`config.mk`:
```
export PLATFORM = sky130hd
export DESIGN_NAME = branch_resolve_unit
export DESIGN_NICKNAME = d
export VERILOG_FILES = /design/src/rtl/branch_resolve_unit.sv
export SDC_FILE = /design/constraint.sdc
export NUM_CORES = 1
export LEC_CHECK = 0
export BUFFER_PORTS_ARGS = -buffer_cell sky130_fd_sc_hd__buf_4
export CAP_MARGIN = 20
export CORE_UTILIZATION = 25
export CTS_BUF_LIST = sky130_fd_sc_hd__clkbuf_2
export CTS_CLUSTER_DIAMETER = 120
export DETAILED_ROUTE_END_ITERATION = 16
export GPL_ROUTABILITY_DRIVEN = 0
export GPL_TIMING_DRIVEN = 0
export PLACE_DENSITY = 0.57
export SLEW_MARGIN = 20
export SYNTH_ARGS = -nofsm -noshare
export SYNTH_HDL_FRONTEND = slang
export SYNTH_SLANG_ARGS = --single-unit
export TNS_END_PERCENT = 1
```
`constraint.sdc`:
```
create_clock -name clock -period 2 [get_ports clock]
set_input_delay 0.1 -clock clock [delete_from_list [all_inputs] [get_ports clock]]
set_output_delay 0.1 -clock clock [all_outputs]
set_load 0.05 [all_outputs]
```
`src/rtl/branch_resolve_unit.sv`:
```
// branch_resolve_unit: drives the 18-bit branch bus toward fetch and hands
// non-branch instructions to decode. Conditional branches resolve against the
// zero flag returned by execute, waiting in place when the flag is not yet
// available. After a taken redirect, FLUSH_CYCLES wrong-path slots are squashed.
// Optional feature macro: BRANCH_RESOLVE_STATS_EN builds saturating
// taken-branch and hold-cycle counters; without it both stat ports read zero.
module branch_resolve_unit #(
    parameter int unsigned FLUSH_CYCLES = 1
) (
    input  logic        clock,
    input  logic        resetn,
    input  logic [15:0] inst,
    input  logic        stall,
    input  logic        flag_valid,
    input  logic        flag_z,
    output logic [17:0] brbus,
    output logic [15:0] inst_out,
    output logic        inst_out_valid,
    output logic [15:0] stat_taken,
    output logic [15:0] stat_stall
);

    localparam logic [3:0] OP_NOP = 4'h0;
    localparam logic [3:0] OP_BR  = 4'hC;
    localparam logic [3:0] OP_BZ  = 4'hD;
    localparam logic [3:0] OP_BNZ = 4'hE;

    // Squash count is at most 3, so two bits are enough.
    localparam logic [1:0] FLUSH_INIT = FLUSH_CYCLES[1:0];

    typedef enum logic [1:0] {
        RUN       = 2'd0,
        WAIT_FLAG = 2'd1,
        FLUSH     = 2'd2
    } state_e;

    state_e      state_q, state_d;
    logic [1:0]  cnt_q, cnt_d;
    logic [3:0]  op_q, op_d;
    logic [15:0] off_q, off_d;

    logic        busValid;
    logic        busTaken;
    logic [15:0] busOff;
    logic        outValid;
    logic [15:0] outInst;

    logic [3:0]  instOp;
    logic [15:0] instOff;

    assign instOp  = inst[15:12];
    assign instOff = {{3{inst[11]}}, inst[11:0], 1'b0};

    // Branch direction for an opcode given the zero flag; BR is always taken.
    function automatic logic branchTaken(input logic [3:0] op, input logic z);
        return (op == OP_BR) || ((op == OP_BZ) && z) || ((op == OP_BNZ) && !z);
    endfunction

    // Zero-latency decision: bus value, decode handoff and next FSM state.
    always_comb begin
        state_d  = state_q;
        cnt_d    = cnt_q;
        op_d     = op_q;
        off_d    = off_q;
        busValid = 1'b0;
        busTaken = 1'b0;
        busOff   = 16'h0;
        outValid = 1'b0;
        outInst  = 16'h0;
        case (state_q)
            RUN: begin
                if (!stall) begin
                    outInst = inst;
                    case (instOp)
                        OP_NOP: begin
                            busValid = 1'b1;
                        end
                        OP_BR: begin
                            busValid = 1'b1;
                            busTaken = 1'b1;
                            busOff   = instOff;
                            state_d  = FLUSH;
                            cnt_d    = FLUSH_INIT;
                        end
                        OP_BZ, OP_BNZ: begin
                            if (flag_valid) begin
                                busValid = 1'b1;
                                if (branchTaken(instOp, flag_z)) begin
                                    busTaken = 1'b1;
                                    busOff   = instOff;
                                    state_d  = FLUSH;
                                    cnt_d    = FLUSH_INIT;
                                end
                            end else begin
                                state_d = WAIT_FLAG;
                                op_d    = instOp;
                                off_d   = instOff;
                            end
                        end
                        default: begin
                            busValid = 1'b1;
                            outValid = 1'b1;
                        end
                    endcase
                end
            end
            WAIT_FLAG: begin
                if (!stall && flag_valid) begin
                    busValid = 1'b1;
                    state_d  = RUN;
                    if (branchTaken(op_q, flag_z)) begin
                        busTaken = 1'b1;
                        busOff   = off_q;
                        state_d  = FLUSH;
                        cnt_d    = FLUSH_INIT;
                    end
                end
            end
            FLUSH: begin
                if (!stall) begin
                    busValid = 1'b1;
                    if (cnt_q <= 2'd1) begin
                        state_d = RUN;
                        cnt_d   = 2'd0;
                    end else begin
                        cnt_d = cnt_q - 2'd1;
                    end
                end
            end
            default: begin
                state_d = RUN;
            end
        endcase
    end

    // Outputs are forced quiet while reset is asserted, independent of the clock.
    assign brbus          = resetn ? {busValid, busTaken, busOff} : 18'h0;
    assign inst_out       = resetn ? outInst : 16'h0;
    assign inst_out_valid = resetn & outValid;

    // FSM state, squash counter and latched conditional-branch fields.
    always_ff @(posedge clock or negedge resetn) begin
        if (!resetn) begin
            state_q <= RUN;
            cnt_q   <= 2'd0;
            op_q    <= 4'h0;
            off_q   <= 16'h0;
        end else begin
            state_q <= state_d;
            cnt_q   <= cnt_d;
            op_q    <= op_d;
            off_q   <= off_d;
        end
    end

`ifdef BRANCH_RESOLVE_STATS_EN
    logic [15:0] takenCnt_q;
    logic [15:0] stallCnt_q;

    // Saturating counters of taken redirects and non-advancing bus cycles.
    always_ff @(posedge clock or negedge resetn) begin
        if (!resetn) begin
            takenCnt_q <= 16'h0;
            stallCnt_q <= 16'h0;
        end else begin
            if (brbus[17] && brbus[16] && (takenCnt_q != 16'hFFFF)) begin
                takenCnt_q <= takenCnt_q + 16'h1;
            end
            if (!brbus[17] && (stallCnt_q != 16'hFFFF)) begin
                stallCnt_q <= stallCnt_q + 16'h1;
            end
        end
    end

    assign stat_taken = takenCnt_q;
    assign stat_stall = stallCnt_q;
`else
    assign stat_taken = 16'h0;
    assign stat_stall = 16'h0;
`endif

endmodule

```
==> impl_metrics.json, run 1 <==
{
  "crit_path_start_kind": "register",
  "synth_edf_count": 0,
  "port_buffers": 52,
  "ios": 88,
  "finalHoldViolations": 0,
  "cp-startpoint": "state_q[1]$_DFFE_PN0P_",
  "htreeDepth": 1,
  "first_pass_iters": 4,
  "grt_pass1_vias": 1372,
  "maxSlewHeadroom_pct": 36.9,
  "final_cells": 339,
  "drive_above_1_share_pct": 52.7,
  "cts_inserted_buffers": 3,
  "p_per_area_nw_per_um2": 688,
  "hold-worst-slack_ps": 32.3,
  "start_util_pct": 26.1,
  "grtUsageTotal_pct": 13.0,
  "fp-row-count": 28,
  "dp.cells": 318,
  "status": "complete, but fails checks",
  "hp-start": "inst[9]",
  "ctsLongestPathBuffers": 2,
  "maxSlewViolCount": 0,
  "area_growth_pct": 64.7,
  "p_leak_uw": 0.00134,
  "worst_slack_ps": -174,
  "crit_fanout": 5,
  "cts_tree": "built",
  "core_sq_um": 5990,
  "drtIter0Drc": 50,
  "dpl_cell_area_sq_um": 2190,
  "max_freq_mhz": 460,
  "ant_nets": 0,
  "gr-total-overflow": 0,
  "antenna_found_initial": 0,
  "wirelength_microns": 4070,
  "root_buffer": "clkbuf_2",
  "fin_tns_setup_ps": -1790,
  "yosysSeqAreaShare_pct": 32.0,
  "dieArea_sq_um": 6580,
  "timing.rr.start": "state_q[0]$_DFFE_PN0P_",
  "fin_crit_ps": 2170,
  "worst_pin_slew_ps": 943,
  "worstSetupPathType": "reg -> out",
  "num_vias": 1424,
  "wire_per_inst_microns": 12.0,
  "violations": "setup timing",
  "ys.flop_type": "dfrtp_1",
  "worst_ep_arrival_time_ps": 2070,
  "clk_pin_slew_ps": 180,
  "nets": 286,
  "max-cap-violations": 0,
  "clock_skew_ps": 8.56,
  "ys_ff_latch": 20,
  "syn_avg_cell_area_sq_um": 9.84,
  "post_drt_via_cell_ratio": 4.20,
  "grt_pass1_wl_microns": 6580,
  "drc": 0,
  "synth.distinct_cells": 45,
  "synth_warnings": 0,
  "crit_path_end_kind": "output port",
  "die_h_microns": 81.1,
  "fillers": 598,
  "rsz0062_at_grt": "yes",
  "holdCritPathClass": "in -> reg",
  "netlist_instances": 159,
  "multi_input_area_sq_um": 906,
  "ir_drop_mv": 0.330,
  "worstPathRequired_ps": 1900,
  "clkLatencyLatePin_ps": 300,
  "syn_area_sq_um": 1570,
  "period_share_pct": 109,
  "dp_hpwl_microns": 2840,
  "p_total_uw": 1770,
  "finalSetupViolations": 19,
  "synthArstFlopShare_pct": 100,
  "final_area_sq_um": 2580,
  "cts_sinks": 20,
  "antenna_cells": 0,
  "register_area_sq_um": 500,
  "die_x_microns": 81.1,
  "grt_max_degree": 21
}
power breakdown:
part           internal, uW  switching, uW  total [uW]
Combinational           433            516         949
Sequential              560            101         661
Clock                  43.5            121         165
what timing repair did:
action	4_1_cts	5_1_grt
pin swaps	6	0
cloned	1	0
setup buffers	6	0
endpoints found under the setup margin	35	29
resized for setup	37	18
hold endpoints to repair	29	0
hold buffers	10	0
cell usage after synthesis (2+ instances only):
cell	instances	share of area (%)
buf_6	2	1.4
mux2_4	6	5.8
o31ai_1	2	0.96
or3_1	2	0.80
a22o_1	10	5.6
inv_1	3	0.72
buf_4	36	17
dfrtp_1	20	32
mux2_2	7	5.0
or2b_1	2	0.96
o2bb2ai_1	3	1.7
nand4_1	3	1.2
o21ai_0	2	0.64
buf_2	2	0.64
nand2_1	2	0.48
a21oi_1	2	0.64
and2_1	17	6.8
clkbuf_1	5	1.2
a21o_1	2	0.96
nor2_1	2	0.48
nor3_1	3	0.96
mux2i_1	3	1.9
cells by family (layout without fill, tap and decap cells):
kind of cell / after synthesis / count (layout) / share of synthesized area, %
other: 1 / 33 / 0.240
and+or+nand+nor: 43 / 43 / 17.4
xor gates and xnor gates: 1 / 1 / 0.560
muxes: 16 / 16 / 12.7
AOI/OAI and AO/OA: 29 / 29 / 14.5
buffers and inverters: 49 / 122 / 22.5
DFF: 20 / 20 / 32.0
cell usage in the layout (no fill, tap or decap), types with 3 or more instances in the layout:
master,synthesis,final
buf_4,36,76
conb_1,1,33
dfrtp_1,20,20
and2_1,17,12
buf_8,0,12
buf_6,2,11
dlygate4sd3_1,0,10
a22o_2,0,7
mux2_2,7,7
mux2_4,6,6
and2_4,0,4
mux2i_1,3,3
nand4_1,3,3
inv_1,3,3
nor3_1,3,3
clkbuf_2,0,3
per-stage QoR:
stage / utilization (%) / worst slack [ps]
floorplan: - / -158
global placement: 36.6 / -369
detailed placement: 36.6 / -342
CTS: 42.1 / -183
global route: 43.0 / -275
finish: 43.0 / -174
critical path: stages, from the launching register on:
cell and delay [ps]:
dfrtp_1 430, clkbuf_8 160, nor4bb_4 340, and4_4 340, buf_8 130, a22o_4 140, buf_4 110, buf_8 130
flip-flops by register name, indices dropped and copies added, names as in the netlist:
register  cells
op_q          4
state_q       2
cnt_q         2
off_q        12
metal layers:
metal / vias to the layer above / wire length (microns) / track usage [%]
li1: 705 / - / -
met1: 651 / 1780 / 17.6
met2: 62 / 1920 / 21.2
met3: 6 / 313 / 2.25
met4: 0 / 51 / 3.75
met5: - / 0 / 0
worst paths after layout:
| path | to | slack, ps | depth (start not counted) |
|---|---|---|---|
| setup / recovery | brbus[14] | -170 | 7 |
| hold / removal | off_q[10]$_DFFE_PN0P_ | 30 | 2 |
| setup reg to reg | off_q[10]$_DFFE_PN0P_ | -10 | 6 |
| hold reg to reg | op_q[3]$_DFFE_PN0P_ | 490 | 1 |
| max in group asynchronous | cnt_q[0]$_DFFE_PN0P_ | 930 | 2 |
| min in group asynchronous | off_q[8]$_DFFE_PN0P_ | 500 | 2 |
final cells by class:
class                   instances  area share (%)
clock buffers                   3           0.582
clock inverters                 1           0.146
multi-input cells             122            35.1
repair buffers                 69            26.3
flip-flops and latches         20            19.4
well taps                      75            3.64
inverters                       3           0.437
plain buffers                  46            14.3
(Power assumes the default switching activity.)
==> run 2, diff against run 1 <==
- PLACE_DENSITY: 0.57 -> unset
==> run 2 against run 1 <==
The flow still finishes with violations (setup timing). Clock skew is 3.3 ps lower. Combinational power up 3.1%. Via count up 1.5%. Total power rose by 11%. Clock-buffer cell count stayed put. Register-to-register slack worse by 40 ps. Design area rose by 4.1%. First-iteration DRC count rose by 110%. Routed wire length increased by 8.0%. Highest routed layer unchanged. Critical path type unchanged. Clock power increased by 93%.
==> impl_metrics.json, run 2 (same netlist as run 1, synthesis figures left out) <==
{
  "status": "complete, but fails checks",
  "violations": "setup timing",
  "fillers": 573,
  "drtIter0Drc": 104,
  "largest_reg_flops": 12,
  "power_frac_seq_pct": 34.1,
  "clk_pin_slew_ps": 220,
  "worst_pin_slew_ps": 582,
  "p_int_uw": 1180,
  "path_depth": 7,
  "die_h_microns": 81.1,
  "top_register": "off_q",
  "cts_sinks": 20,
  "dpl_cell_area_sq_um": 2190,
  "critPathSlowestCell": "dfrtp_1",
  "num_vias": 1446,
  "cp_num_buf_inv": 4,
  "final_common_cell": "buf_4",
  "crit_path_start_kind": "register",
  "fin_crit_ps": 2230,
  "reg_top3": "off_q: 12 flops, op_q: 4 flops",
  "die_x_microns": 81.1,
  "cp_cell_sequence": "buf_8, nor4bb_4, and4_4, buf_8, a22o_4, buf_6, buf_8",
  "switching_share_pct": 40.0,
  "dieArea_sq_um": 6580,
  "grt_pass1_wl_microns": 6690,
  "period_share_pct": 111,
  "worstPathRequired_ps": 1900,
  "wirelength_microns": 4390,
  "antenna_cells": 0,
  "maxSlewHeadroom_pct": 61.2,
  "root_buffer": "clkbuf_2",
  "cts_inserted_buffers": 3,
  "post_drt_via_cell_ratio": 4.25,
  "start_util_pct": 26.1,
  "ctsLongestPathBuffers": 2,
  "grtUsageTotal_pct": 13.3,
  "holdCritPathClass": "in -> reg",
  "clkLatencyLatePin_ps": 340,
  "clock_skew_ps": 5.26,
  "ir_drop_mv": 0.404,
  "max_stage_delay_ps": 450,
  "ios": 88,
  "antenna_found_initial": 0,
  "first_pass_iters": 4,
  "dp_hpwl_microns": 2980,
  "fp-row-count": 28,
  "crit_fanout": 5,
  "cts_tree": "built",
  "worst_slack_ps": -228,
  "grt_max_degree": 21,
  "port_buffers": 52,
  "reg2reg_depth": 6,
  "p_leak_uw": 0.00137,
  "hold-worst-slack_ps": 20.6,
  "max_freq_mhz": 449,
  "crit_family": "simple AND/OR/NAND/NOR gates",
  "cp_common_cell": "buf_8",
  "finalHoldViolations": 0,
  "wire_per_inst_microns": 12.9,
  "worstSetupPathType": "reg -> out",
  "min_path_cells": 2,
  "area_growth_pct": 71.5,
  "rsz0062_at_grt": "yes",
  "drive_above_1_share_pct": 53.6,
  "crit_path_end_kind": "output port",
  "final_area_sq_um": 2680,
  "most-common-layout-cells": "buf_4 (66), conb_1 (33), dfrtp_1 (20)",
  "p_sw_uw": 786,
  "grt_pass1_vias": 1336,
  "core_sq_um": 5990,
  "p_clk_share_pct": 16.2,
  "p_per_area_nw_per_um2": 732,
  "gr-total-overflow": 0,
  "worst_ep_arrival_time_ps": 2130,
  "finalSetupViolations": 23,
  "ant_nets": 0,
  "max-cap-violations": 0,
  "maxSlewViolCount": 0,
  "nets": 287,
  "pwr-share-comb_pct": 49.8,
  "drc": 0,
  "htreeDepth": 1
}
==> run 2: cell type report <==
| cell class | instances | area (sq um) | share of cell area [%] |
|---|---|---|---|
| clock inverters | 1 | 30.0 | 1.12 |
| repair buffers | 70 | 724 | 27.0 |
| inverters | 3 | 11.3 | 0.420 |
| flip-flops and latches | 20 | 500 | 18.6 |
| well taps | 75 | 93.8 | 3.50 |
| multi-input cells | 122 | 921 | 34.3 |
| plain buffers | 46 | 388 | 14.5 |
| clock buffers | 3 | 15.0 | 0.559 |
==> run 2: what timing repair did <==
action,in CTS,in global routing
cloned,1,0
buffers inserted,3,0
endpoints found under the hold margin,32,0
hold buffers,13,0
endpoints found under the setup margin,39,38
pin swaps,4,4
gates resized for setup,44,26
==> run 2: power by group through the flow <==
stage               Sequential (uW)  Clock [uW]  Combinational (uW)
global route                    686         347                1040
floorplan                       635           0                 674
detailed placement              661           0                 829
finish                          669         318                 978
CTS                             658         328                 927
global placement                657           0                 823
==> run 2: worst register-to-register path, cell delays in order, from the launching register on <==
cell and delay [ps]:
dfrtp_1 420, buf_6 140, or3_1 350, or4_1 440, buf_6 180, buf_12 150, mux2_4 290
==> run 2: final timing paths <==
kind | start | slack, ps | end
worst max-delay path | state_q[1]$_DFFE_PN0P_ | -230 | brbus[15]
min in group asynchronous | resetn | 190 | op_q[1]$_DFFE_PN0P_
worst min-delay path | inst[13] | 20 | op_q[0]$_DFFE_PN0P_
worst min register to register | op_q[3]$_DFFE_PN0P_ | 500 | op_q[3]$_DFFE_PN0P_
max in group asynchronous | resetn | 1400 | off_q[6]$_DFFE_PN0P_
worst max register to register | state_q[0]$_DFFE_PN0P_ | -50 | off_q[10]$_DFFE_PN0P_
==> run 2: metrics by stage <==
| step | std cells | TNS, ps | worst slack (ps) | utilization (%) | total power [uW] |
|---|---|---|---|---|---|
| after floorplan | 191 | -1800 | -158 | - | 1310 |
| after global placement | 318 | -4550 | -323 | 36.6 | 1480 |
| after detailed placement | 318 | -4380 | -327 | 36.6 | 1490 |
| after CTS | 339 | -2610 | -218 | 43.2 | 1910 |
| after global routing | 340 | -4470 | -298 | 44.8 | 2070 |
| final | 340 | -2900 | -228 | 44.8 | 1970 |
==> run 2: metal layers <==
layer	vias to the layer above	global-route usage [%]	wire [microns]
li1	703	-	-
met4	0	2.68	6
met5	-	0	0
met1	684	16.3	1830
met3	2	4.16	314
met2	57	22.9	2240
